## src/rtl/acc_fifo_pair_pkg.sv

```systemverilog
// Shared sizing for the accelerator-side FIFO pair.
//   WIDTH : data word width
//   DEPTH : words per FIFO (power of two, >= 2)
//   PTR_W : pointer width; one extra MSB acts as the wrap bit
package acc_fifo_pair_pkg;
  localparam int WIDTH = 32;
  localparam int DEPTH = 16;
  localparam int PTR_W = $clog2(DEPTH) + 1;
endpackage

```

## src/rtl/sync_fifo.sv

```systemverilog
// Single-clock circular FIFO with flush and sticky error flags.
// Ports:
//   clk, reset (async, active-low), flush (sync clear of pointers/flags)
//   push, push_data         : write side; a push while full is dropped
//   pop, pop_data, pop_valid: read side; head word registered on a good pop
//   empty, full             : decoded from the registered pointers
//   overflow, underflow     : sticky, cleared by reset or flush
module sync_fifo
  import acc_fifo_pair_pkg::*;
#(
  parameter int WIDTH = acc_fifo_pair_pkg::WIDTH,
  parameter int DEPTH = acc_fifo_pair_pkg::DEPTH
) (
  input  logic             clk,
  input  logic             reset,
  input  logic             flush,
  input  logic             push,
  input  logic [WIDTH-1:0] push_data,
  input  logic             pop,
  output logic [WIDTH-1:0] pop_data,
  output logic             pop_valid,
  output logic             empty,
  output logic             full,
  output logic             overflow,
  output logic             underflow
);
  localparam int AW = $clog2(DEPTH);
  localparam int PW = AW + 1;

  logic [WIDTH-1:0] mem [DEPTH];
  logic [PW-1:0]    wr_ptr;
  logic [PW-1:0]    rd_ptr;
  logic             push_ok;
  logic             pop_ok;

  // Full when the slot indices match but the wrap bits differ.
  assign empty   = (wr_ptr == rd_ptr);
  assign full    = (wr_ptr[AW-1:0] == rd_ptr[AW-1:0]) && (wr_ptr[AW] != rd_ptr[AW]);
  assign push_ok = push && !full && !flush;
  assign pop_ok  = pop && !empty && !flush;

  // Storage carries no reset; only pointers decide what is valid.
  always_ff @(posedge clk) begin
    if (push_ok) begin
      mem[wr_ptr[AW-1:0]] <= push_data;
    end
  end

  // Pop stage: head word is registered to pop_data, flags settle on the same edge.
  always_ff @(posedge clk or negedge reset) begin
    if (!reset) begin
      wr_ptr    <= '0;
      rd_ptr    <= '0;
      pop_data  <= '0;
      pop_valid <= 1'b0;
      overflow  <= 1'b0;
      underflow <= 1'b0;
    end else if (flush) begin
      // pop_data deliberately holds its last value across a flush.
      wr_ptr    <= '0;
      rd_ptr    <= '0;
      pop_valid <= 1'b0;
      overflow  <= 1'b0;
      underflow <= 1'b0;
    end else begin
      pop_valid <= pop_ok;
      if (push_ok) begin
        wr_ptr <= wr_ptr + PW'(1);
      end
      if (push && full) begin
        overflow <= 1'b1;
      end
      if (pop_ok) begin
        pop_data <= mem[rd_ptr[AW-1:0]];
        rd_ptr   <= rd_ptr + PW'(1);
      end
      if (pop && empty) begin
        underflow <= 1'b1;
      end
    end
  end
endmodule

```

## src/rtl/acc_fifo_pair.sv

```systemverilog
// FIFO pair between the data/control router and one accelerator core.
// Ports:
//   clk, reset (async, active-low), flush (sync clear of both FIFOs)
//   put_req/put_data, to_empty/to_full          : router -> to-acc FIFO
//   acc_pop, acc_data_out, acc_valid            : accelerator reads to-acc FIFO
//   acc_push/acc_data_in                        : accelerator -> from-acc FIFO
//   get_req, get_data, from_empty/from_full     : router reads from-acc FIFO
//   to_/from_overflow, to_/from_underflow       : sticky error flags
module acc_fifo_pair
  import acc_fifo_pair_pkg::*;
#(
  parameter int WIDTH = acc_fifo_pair_pkg::WIDTH,
  parameter int DEPTH = acc_fifo_pair_pkg::DEPTH
) (
  input  logic             clk,
  input  logic             reset,
  input  logic             flush,
  input  logic             put_req,
  input  logic [WIDTH-1:0] put_data,
  output logic             to_empty,
  output logic             to_full,
  input  logic             acc_pop,
  output logic [WIDTH-1:0] acc_data_out,
  output logic             acc_valid,
  input  logic             acc_push,
  input  logic [WIDTH-1:0] acc_data_in,
  input  logic             get_req,
  output logic [WIDTH-1:0] get_data,
  output logic             from_empty,
  output logic             from_full,
  output logic             to_overflow,
  output logic             from_overflow,
  output logic             to_underflow,
  output logic             from_underflow
);
  // The router has no valid strobe on the return path; it relies on from_empty.
  logic get_valid_unused;

  sync_fifo #(.WIDTH(WIDTH), .DEPTH(DEPTH)) u_to_acc (
    .clk       (clk),
    .reset     (reset),
    .flush     (flush),
    .push      (put_req),
    .push_data (put_data),
    .pop       (acc_pop),
    .pop_data  (acc_data_out),
    .pop_valid (acc_valid),
    .empty     (to_empty),
    .full      (to_full),
    .overflow  (to_overflow),
    .underflow (to_underflow)
  );

  sync_fifo #(.WIDTH(WIDTH), .DEPTH(DEPTH)) u_from_acc (
    .clk       (clk),
    .reset     (reset),
    .flush     (flush),
    .push      (acc_push),
    .push_data (acc_data_in),
    .pop       (get_req),
    .pop_data  (get_data),
    .pop_valid (get_valid_unused),
    .empty     (from_empty),
    .full      (from_full),
    .overflow  (from_overflow),
    .underflow (from_underflow)
  );
endmodule

```

## config.mk

```make
export PLATFORM = sky130hd
export DESIGN_NAME = acc_fifo_pair
export DESIGN_NICKNAME = d
export VERILOG_FILES = /design/src/rtl/acc_fifo_pair_pkg.sv /design/src/rtl/sync_fifo.sv /design/src/rtl/acc_fifo_pair.sv
export SDC_FILE = /design/constraint.sdc
export NUM_CORES = 1
export LEC_CHECK = 0
export BUFFER_PORTS_ARGS = -buffer_cell sky130_fd_sc_hd__clkbuf_2
export CORE_UTILIZATION = 52
export CTS_BUF_LIST = sky130_fd_sc_hd__clkbuf_8 sky130_fd_sc_hd__clkbuf_16
export CTS_CLUSTER_DIAMETER = 30
export CTS_CLUSTER_SIZE = 25
export DETAILED_ROUTE_END_ITERATION = 8
export PLACE_DENSITY = 0.73
export SETUP_SLACK_MARGIN = 0.4
export SLEW_MARGIN = 20
export SYNTH_ARGS = -nofsm -noshare
export SYNTH_HDL_FRONTEND = slang
export SYNTH_SLANG_ARGS = --single-unit
```

## constraint.sdc

```tcl
create_clock -name clk -period 5.7 [get_ports clk]
set_input_delay 0.57 -clock clk [delete_from_list [all_inputs] [get_ports clk]]
set_output_delay 0.57 -clock clk [all_outputs]
set_load 0.03 [all_outputs]
```

# ---- Word level (Yosys, flattened, before mapping)
# Memory sizes are Yosys's and may differ from the RTL's. A register that Yosys moved wholly into a read port is not among the register bits.
# Index checks and enable logic that the tools add are counted.
dict set report op_classes {
  n_reduce_logical 31
  n_bitwise 1
  muxes 21
  eq_ne 6
  n_addsub 4
}
# cell count
set ops {}
lappend ops {{two-way mux 5 bit} 8}
lappend ops {{adder 5 x 1 -> 5 bit (second input constant)} 4}
lappend ops {{nonzero test 2 bit} 8}
lappend ops {{logical AND 1 bit} 14}
lappend ops {{two-way mux 1 bit} 13}
lappend ops {{equality test 5 bit} 2}
lappend ops {{equality test 4 bit} 2}
lappend ops {{zero test 1 bit} 7}
lappend ops {{AND reduction 2 bit} 2}
lappend ops {{!= test 1 bit} 2}
lappend ops {{inverter 1 bit} 1}
dict set report word_totals {
  reg_bits 25
  word_cells 74
  mem_bits_rw 1024
  out_inout_bits 73
  memories 2
  input_bits 71
}
# name words word_bits rd rd_ports_with_merged_regs write_ports line_no
set memory_table {}
lappend memory_table {u_from_acc.mem 16 32 1 1 1 sync_fifo.sv:30} ;# logic [WIDTH-1:0] mem [DEPTH];
lappend memory_table {u_to_acc.mem 16 32 1 1 1 sync_fifo.sv:30}

# ---- Logic depth before layout (Yosys ltp)
# Gate-level depths: netlist of the first run.
dict set report depth {
  ltp_word 7
  mapped_depth 7
  mapped_depth_nobuf 5
}

# ---- Cells and area by module
# Synthesis of the first run repeated with hierarchy kept, for this count alone.
dict set report unflattened {
  cells_unflattened 2058
  hier_area_um2 42683.4
}
# mod instances cells_per_inst area_per_inst_um2 seq_area_each_um2
set modules_own_cells {}
lappend modules_own_cells {{sync_fifo at u_from_acc} 1 1116 21520.6 16500.8}
lappend modules_own_cells {{sync_fifo at u_to_acc} 1 942 21162.8 16500.8}

# ---- Worst setup path after synthesis of the first run
# OpenSTA, ideal clock, no wires.
dict set report synth_path {
  path_kind {register to register}
  start {reg u_from_acc.rd_ptr[0]}
  end {mem u_from_acc.mem[10][0] (enable)}
  stages_incl_launch_ff 7
  setup_slack_ns 0.610
  n_path_buf 2
  setup_time_ns 0.513
  arrival_ns 4.577
  t_required_ns 5.187
  synth_period_minus_slack_ns 5.090
  cell_sequence {dfrtp_1 > buf_2 > xnor2_1 > nand4_2 > o21ai_1 > clkbuf_1 > nor4b_1}
}
dict set report synth_between {
  elab_chain_cells 7
}
# item line_no
set synth_rtl {}
lappend synth_rtl {{from (decl)} sync_fifo.sv:32} ;# logic [PW-1:0] rd_ptr;
lappend synth_rtl {{from (signal assigned)} sync_fifo.sv:75} ;# rd_ptr <= rd_ptr + PW'(1);
lappend synth_rtl {{equality test 4 bit} sync_fifo.sv:38} ;# assign full = (wr_ptr[AW-1:0] == rd_ptr[AW-1:0]) && (wr_ptr[AW] != rd_ptr[AW]);
lappend synth_rtl {{logical AND 1 bit} sync_fifo.sv:38}
lappend synth_rtl {{zero test 1 bit} sync_fifo.sv:39} ;# assign push_ok = push && !full && !flush;
lappend synth_rtl {{logical AND 1 bit (2 in series)} sync_fifo.sv:39}
lappend synth_rtl {{two-way mux 1 bit} sync_fifo.sv:44} ;# if (push_ok) begin
lappend synth_rtl {{two-way mux 1 bit (implied by the code)} sync_fifo.sv:45} ;# mem[wr_ptr[AW-1:0]] <= push_data;
lappend synth_rtl {{to (decl)} sync_fifo.sv:30}
# Every way passes these cells.

# ---- Final worst setup path of the first run
dict set report layout_path {
  start {reg u_from_acc.rd_ptr[1]}
  end {reg u_from_acc.pop_data[1], read port of u_from_acc.mem}
}
dict set report layout_between {
  elab_chain_cells 5
}
# item line_no
set layout_rtl {}
lappend layout_rtl {{equality test 5 bit} sync_fifo.sv:37} ;# assign empty = (wr_ptr == rd_ptr);
lappend layout_rtl {{zero test 1 bit} sync_fifo.sv:40} ;# assign pop_ok = pop && !empty && !flush;
lappend layout_rtl {{logical AND 1 bit (2 in series)} sync_fifo.sv:40}
lappend layout_rtl {{AND reduction 2 bit (no source line)} n/a}
lappend layout_rtl {{to (decl)} sync_fifo.sv:20} ;# output logic [WIDTH-1:0] pop_data,
# Several ways; a longest one is shown, not always the timed one.
# A chain may end at the register's enable or synchronous reset.

==> results of run 1 <==
==> kinds of logic after synthesis <==
logic type               after synthesis  share of synthesized area (%)
multiplexers                         325                           15.6
AO/OA/AOI/OAI                        150                           2.56
flip-flops                          1113                           77.7
XOR/XNOR                              24                          0.495
adder cells (fa/ha/maj)               10                          0.295
buffers and inverters                110                           1.47
AND/OR/NAND/NOR                      151                           1.87
==> worst paths after layout <==
check	from	endpoint	slack (ps)	cells past startpoint
worst max register to register	u_from_acc.rd_ptr[1]	u_from_acc.pop_data[1]	2300	6
max in group asynchronous	reset	u_from_acc.rd_ptr[0]	4020	3
worst max-delay path	u_from_acc.rd_ptr[1]	u_from_acc.pop_data[1]	2300	6
min in group asynchronous	reset	u_to_acc.pop_data[5]	290	2
worst min-delay path	acc_push	u_from_acc.overflow	150	3
worst min register to register	u_from_acc.overflow	u_from_acc.overflow	500	2
==> metal layers <==
layer  GRT usage, %  share of wire (%)  up-vias
li1               -                  -     8525
met3           5.25                9.3      207
met5              0              0.033        -
met2           40.1                 51     1225
met1           32.5                 38    11240
met4           7.94                2.3        6
==> metrics by stage <==
| stage | hold slack [ps] | cell area, um^2 | utilization (%) |
|---|---|---|---|
| after global placement | 482 | 44400 | 55.1 |
| after CTS | 110 | 50800 | 63.0 |
| after global routing | 160 | 50900 | 63.1 |
| final | 151 | 50900 | 63.1 |
| after floorplan | 274 | 42400 | - |
| after detailed placement | 488 | 44500 | 55.2 |
==> area by class of cell <==
cell class | count | area (um^2) | share of cell area, %
flip-flops and latches | 1113 | 33000 | 64.8
multi-input cells | 660 | 9020 | 17.7
clock buffers | 180 | 4460 | 8.76
clock inverters | 151 | 1860 | 3.65
well taps | 1060 | 1330 | 2.61
repair buffers | 195 | 1200 | 2.35
inverters | 6 | 22.5 | 0.0443
diodes | 3 | 7.51 | 0.0148
==> synthesized netlist by cell type (7+ instances only) <==
cell type,instances,area share (%)
edfxtp_1,1024,72
mux4_2,256,14
a22oi_1,128,2.3
dfrtp_1,89,5.2
nand2_1,65,0.58
clkbuf_1,56,0.50
mux2_2,46,1.2
nor2_1,29,0.26
buf_6,23,0.61
mux2_4,19,0.67
and3_1,13,0.19
nor4b_1,12,0.25
xnor2_1,12,0.25
xor2_1,12,0.25
buf_2,11,0.13
ha_1,10,0.29
o21ai_0,9,0.11
buf_1,8,0.071
a21oi_1,7,0.083
==> power by group through the flow <==
stage          Sequential, mW  Combinational (mW)  Clock [mW]
4_1_cts                  9.60                2.77        11.1
6_report                 9.59                2.75        11.0
2_1_floorplan            9.99                1.71           0
3_3_place_gp             9.73                2.67           0
5_1_grt                  9.62                2.93        11.5
3_5_place_dp             9.74                2.72           0
==> flip-flops by register name, indices dropped and copies added (netlist names) <==
signal / flops
u_to_acc.pop_data: 32
u_to_acc.underflow: 1
u_from_acc.overflow: 1
u_to_acc.pop_valid: 1
u_from_acc.mem: 512
u_from_acc.wr_ptr: 5
u_from_acc.pop_data: 32
u_to_acc.wr_ptr: 5
u_to_acc.mem: 512
u_from_acc.underflow: 1
u_to_acc.overflow: 1
u_to_acc.rd_ptr: 5
u_from_acc.rd_ptr: 5
==> repair_timing <==
| action | in CTS | in global routing |
|---|---|---|
| hold buffers | 1 | 0 |
| hold endpoints to repair | 15 | 0 |
| setup buffers | 0 | 0 |
==> worst max-delay path, cell delays in order, from the launching register on <==
cell	delay [ps]
dfrtp_4	1020
xnor2_1	170
nand4_2	200
nor2_1	130
nor3b_4	760
buf_4	560
mux2_2	400
==> flow_metrics.py, run 1 <==
metrics = {
    "status": {
        "run_status": "finished with violations",
        "failed_checks": "design-rule violations",
    },
    "placement": {
        "numPortBuffers": 143,
        "pre_cts_ws_ps": 2270,
        "place_congestion": 0.762,
        "place_inst": 3032,
        "dpl.hpwl_um": 47100,
    },
    "setup_path": {
        "startpoint_type": "flop",
        "worstSetupPathType": "reg2reg",
        "cp-end-kind": "flop",
        "required_ps": 6320,
        "worstPathMaxFanout": 65,
        "worstPathArrival_ps": 4020,
    },
    "global_route": {
        "antenna_found_initial": 3,
        "track_usage_pct": 24.3,
        "overflow": 0,
        "grt_pass1_vias": 22411,
        "grt_pass1_wl_um": 145000,
        "grt_start_max_net_pins": 117,
    },
    "cts": {
        "clk_pin_slew_ps": 50,
        "cts_resized": 0,
        "clock_sinks": 1113,
        "cts_buffers": 176,
        "ctsHtreeMaxLevel": 4,
        "cts_buffer_depth": 3,
        "cts_root_buffer": "clkbuf_16",
        "clock_latency_ps": 770,
        "cts_tree": "built",
    },
    "worst_hold_path": {
        "hold_path_class": "in2reg",
    },
    "timing": {
        "slew_viol_final": 0,
        "tightest_slew_ps": 1130,
        "skew_ps": 70.0,
        "setup_violations": 0,
        "rsz0062_at_grt": "false",
        "tns_ps": 0,
        "fmax_ghz": 0.294,
        "fin_ws_ps": 2300,
        "period_minus_slack_ps": 3400,
        "slew_headroom_pct": 24.5,
        "hold_viol_final": 0,
        "finalCritPeriodShare_pct": 59.6,
    },
    "final_layout": {
        "final_layout_size_suffix_gt1_share_pct": 37.6,
        "final_common_cell": "edfxtp_1",
        "nets": 2233,
        "area_delta_synth_final_pct": 19.9,
        "stdcell_count": 3368,
        "final_cell_mix": "edfxtp_1, mux4_2, clkbuf_16, clkbuf_2, a22oi_1",
        "fill_cells": 5100,
    },
    "floorplan": {
        "ioPinCount": 144,
        "rows": 104,
        "start_util_pct": 52.6,
        "die_area_um2": 82700,
        "die_w_um": 288,
        "coreArea_um2": 80700,
        "fp.dieH_um": 288,
    },
    "route": {
        "dr.first_iter.drc_count": 2332,
        "remaining_drc_errors": 28,
        "firstDrtPassIters": 9,
        "via_per_inst": 6.30,
        "antenna_left": 0,
        "wl_per_cell_um": 29.3,
        "vias": 21203,
        "routed_wl_um": 98700,
    },
    "pwr": {
        "combinationalPowerShare_pct": 11.7,
        "p_sw_mw": 5.89,
        "p_int_mw": 17.5,
        "power_density_nw_per_um2": 459,
        "p_leak_nw": 16.8,
        "clkPwrFrac_pct": 47.2,
        "total_power_mw": 23.4,
        "switching_share_pct": 25.2,
        "pwr-share-seq_pct": 41.0,
        "max-vdd-ir-drop_mv": 0.328,
    },
    "synth": {
        "synth_cell_types": 38,
        "netlist_instances": 1883,
        "yosysWarnings": 0,
        "synth_nets": 1964,
        "ys.flop_type": "edfxtp_1",
        "syn_area_um2": 42400,
        "synth_edf_count": 1024,
        "synth-seq-area-share_pct": 77.7,
        "avgSynthCellArea_um2": 22.5,
        "ys_ff_latch": 1113,
        "async_flop_share_pct": 8.00,
    },
    "run": {
        "cap_violations": 0,
    },
}
Note: power is estimated with default switching activity, not from simulation.
==> run 2, diff against run 1 <==
--- a/config.mk
+++ b/config.mk
@@ -11,7 +11,7 @@
 export CTS_CLUSTER_DIAMETER = 30
 export CTS_CLUSTER_SIZE = 25
 export DETAILED_ROUTE_END_ITERATION = 8
-export PLACE_DENSITY = 0.73
+export PLACE_DENSITY = 0.75
 export SETUP_SLACK_MARGIN = 0.4
 export SLEW_MARGIN = 20
 export SYNTH_ARGS = -nofsm -noshare
==> constraint.sdc (replaced) <==
create_clock -name clk -period 2.8 [get_ports clk]
set_input_delay 0.28 -clock clk [delete_from_list [all_inputs] [get_ports clk]]
set_output_delay 0.28 -clock clk [all_outputs]
set_load 0.03 [all_outputs]
==> run 2 against run 1 <==
Effect of this change:
- the flow still finishes with violations (design-rule violations)
- critical path depth shrank 1
- clock power increased by 110%
- cell count is 3.4% higher
- core utilization grew 2.3 points
- first-iteration DRC count fell by 7.9%
- die area is the same
- routed wire length rose by 5.3%
- sequential share of layout area down 2.3 points
- worst setup slack worse by 2000 ps
- global-route usage increased by 0.72 points
- critical path type is now reg2out
- critical endpoint is now from_empty
==> flow_metrics.py, run 2 (synthesized netlist as in run 1, its figures left out) <==
metrics = {
    "global_route": {
        "track_usage_pct": 25.0,
        "overflow": 0,
        "antenna_found_initial": 5,
        "grt_pass1_wl_um": 150000,
        "grt_start_max_net_pins": 132,
        "grt_pass1_vias": 23222,
    },
    "timing": {
        "slew_headroom_pct": 44.0,
        "hold_slack_ps": 50.4,
        "hold_viol_final": 0,
        "setup_violations": 0,
        "fmax_ghz": 0.408,
        "fin_ws_ps": 348,
        "rsz0062_at_grt": "true",
        "skew_ps": 101,
        "slew_viol_final": 0,
        "tightest_slew_ps": 840,
        "period_minus_slack_ps": 2450,
        "finalCritPeriodShare_pct": 87.6,
    },
    "final_layout": {
        "stdcell_count": 3482,
        "final_cell_mix": "edfxtp_1, mux4_2, clkbuf_16, clkbuf_2, a22oi_1",
        "fin_util_pct": 65.4,
        "nets": 2344,
        "final_layout_size_suffix_gt1_share_pct": 38.2,
        "area_delta_synth_final_pct": 24.4,
        "final_common_cell": "edfxtp_1",
    },
    "route": {
        "wl_per_cell_um": 29.8,
        "antenna_left": 0,
        "remaining_drc_errors": 27,
        "via_per_inst": 6.22,
        "vias": 21670,
        "dr.first_iter.drc_count": 2147,
        "routed_wl_um": 104000,
        "firstDrtPassIters": 7,
    },
    "status": {
        "run_status": "finished with violations",
        "failed_checks": "design-rule violations",
    },
    "cts": {
        "clk_pin_slew_ps": 60,
        "cts_tree": "built",
        "clock_sinks": 1113,
        "clock_latency_ps": 810,
        "cts_root_buffer": "clkbuf_16",
        "ctsHtreeMaxLevel": 4,
        "cts_buffers": 179,
        "cts_buffer_depth": 3,
    },
    "setup_path": {
        "startpoint_type": "flop",
        "cp-end-kind": "primary output",
        "worstPathArrival_ps": 2170,
        "required_ps": 2520,
        "worstSetupPathType": "reg2out",
        "worstPathMaxFanout": 7,
    },
    "placement": {
        "place_congestion": 0.744,
        "numPortBuffers": 143,
        "dpl.hpwl_um": 48900,
        "pre_cts_ws_ps": 200,
        "place_inst": 3060,
    },
    "run": {
        "cap_violations": 0,
    },
    "pwr": {
        "total_power_mw": 48.4,
        "power_density_nw_per_um2": 917,
        "max-vdd-ir-drop_mv": 0.665,
        "p_leak_nw": 17.6,
    },
    "floorplan": {
        "fp.dieH_um": 288,
        "coreArea_um2": 80700,
        "start_util_pct": 52.6,
        "die_area_um2": 82700,
        "rows": 104,
        "die_w_um": 288,
        "ioPinCount": 144,
    },
    "worst_hold_path": {
        "hold_path_class": "in2async",
    },
}
==> run 2: cell types whose count changed in the layout (fill, tap and decap cells not counted), sizes merged <==
cell	previous run	this run
clkinvlp	19	23
bufinv	26	20
clkbuf	322	330
inv	43	47
clkinv	69	68
diode	3	2
buf	52	88
bufbuf	0	1
dlygate4sd3	1	70
==> run 2: per-layer routing <==
layer  vias up  routed length [um]  GRT usage [%]
met5         -                  29              0
met4         6                3610           10.2
met3       246                8170           5.32
met2      1260               55000           43.2
met1     11397               37100           30.8
li1       8761                   -              -
==> run 2: worst max-delay path, cell delays in order, from the launching register on <==
cell	delay (ps)
dfrtp_1	480
xnor2_2	220
nand4_4	210
nor2_4	180
buf_4	150
clkbuf_2	200
==> run 2: layout make-up <==
class                   instances  area, um^2
multi-input cells             660        9320
well taps                    1060        1330
inverters                       6        22.5
flip-flops and latches       1113       33000
clock buffers                 186        4580
repair buffers                303        2720
clock inverters               152        1800
diodes                          2        5.00
fillers                      4918       27900
==> run 2: worst paths after layout <==
path | start | endpoint | slack, ps | depth (start not counted)
setup / recovery | u_from_acc.wr_ptr[2] | from_empty | 350 | 5
hold reg to reg | u_to_acc.overflow | u_to_acc.overflow | 490 | 2
hold / removal | reset | u_from_acc.pop_data[0] | 50 | 2
min in group clk | put_req | u_to_acc.overflow | 430 | 4
setup reg to reg | u_to_acc.rd_ptr[0] | u_to_acc.mem[0][9] | 420 | 6
max in group asynchronous | reset | u_from_acc.underflow | 1840 | 3
==> run 2: per-stage QoR <==
step / TNS [ps] / instance area [um^2]
after detailed placement: 0 / 45300
final: 0 / 52800
after global placement: 0 / 45300
after CTS: 0 / 52600
after floorplan: -2340 / 42800
after global routing: 0 / 52800
==> run 2: timing repair <==
action                                  CTS  global route
endpoints found under the hold margin  1078             0
hold buffers                             70             0
gates cloned                              1             4
setup endpoints to repair               121           129
resized for setup                        17            20
buffers inserted                          4             3
pin swaps                                 1             3
==> run 2: power breakdown <==
group | total, mW | leakage (nW) | switching [mW] | internal, mW
combinational | 6.47 | 4.17 | 3.48 | 2.99
clock | 22.6 | 3.10 | 8.56 | 14.0
sequential | 19.3 | 10.3 | 0.536 | 18.8
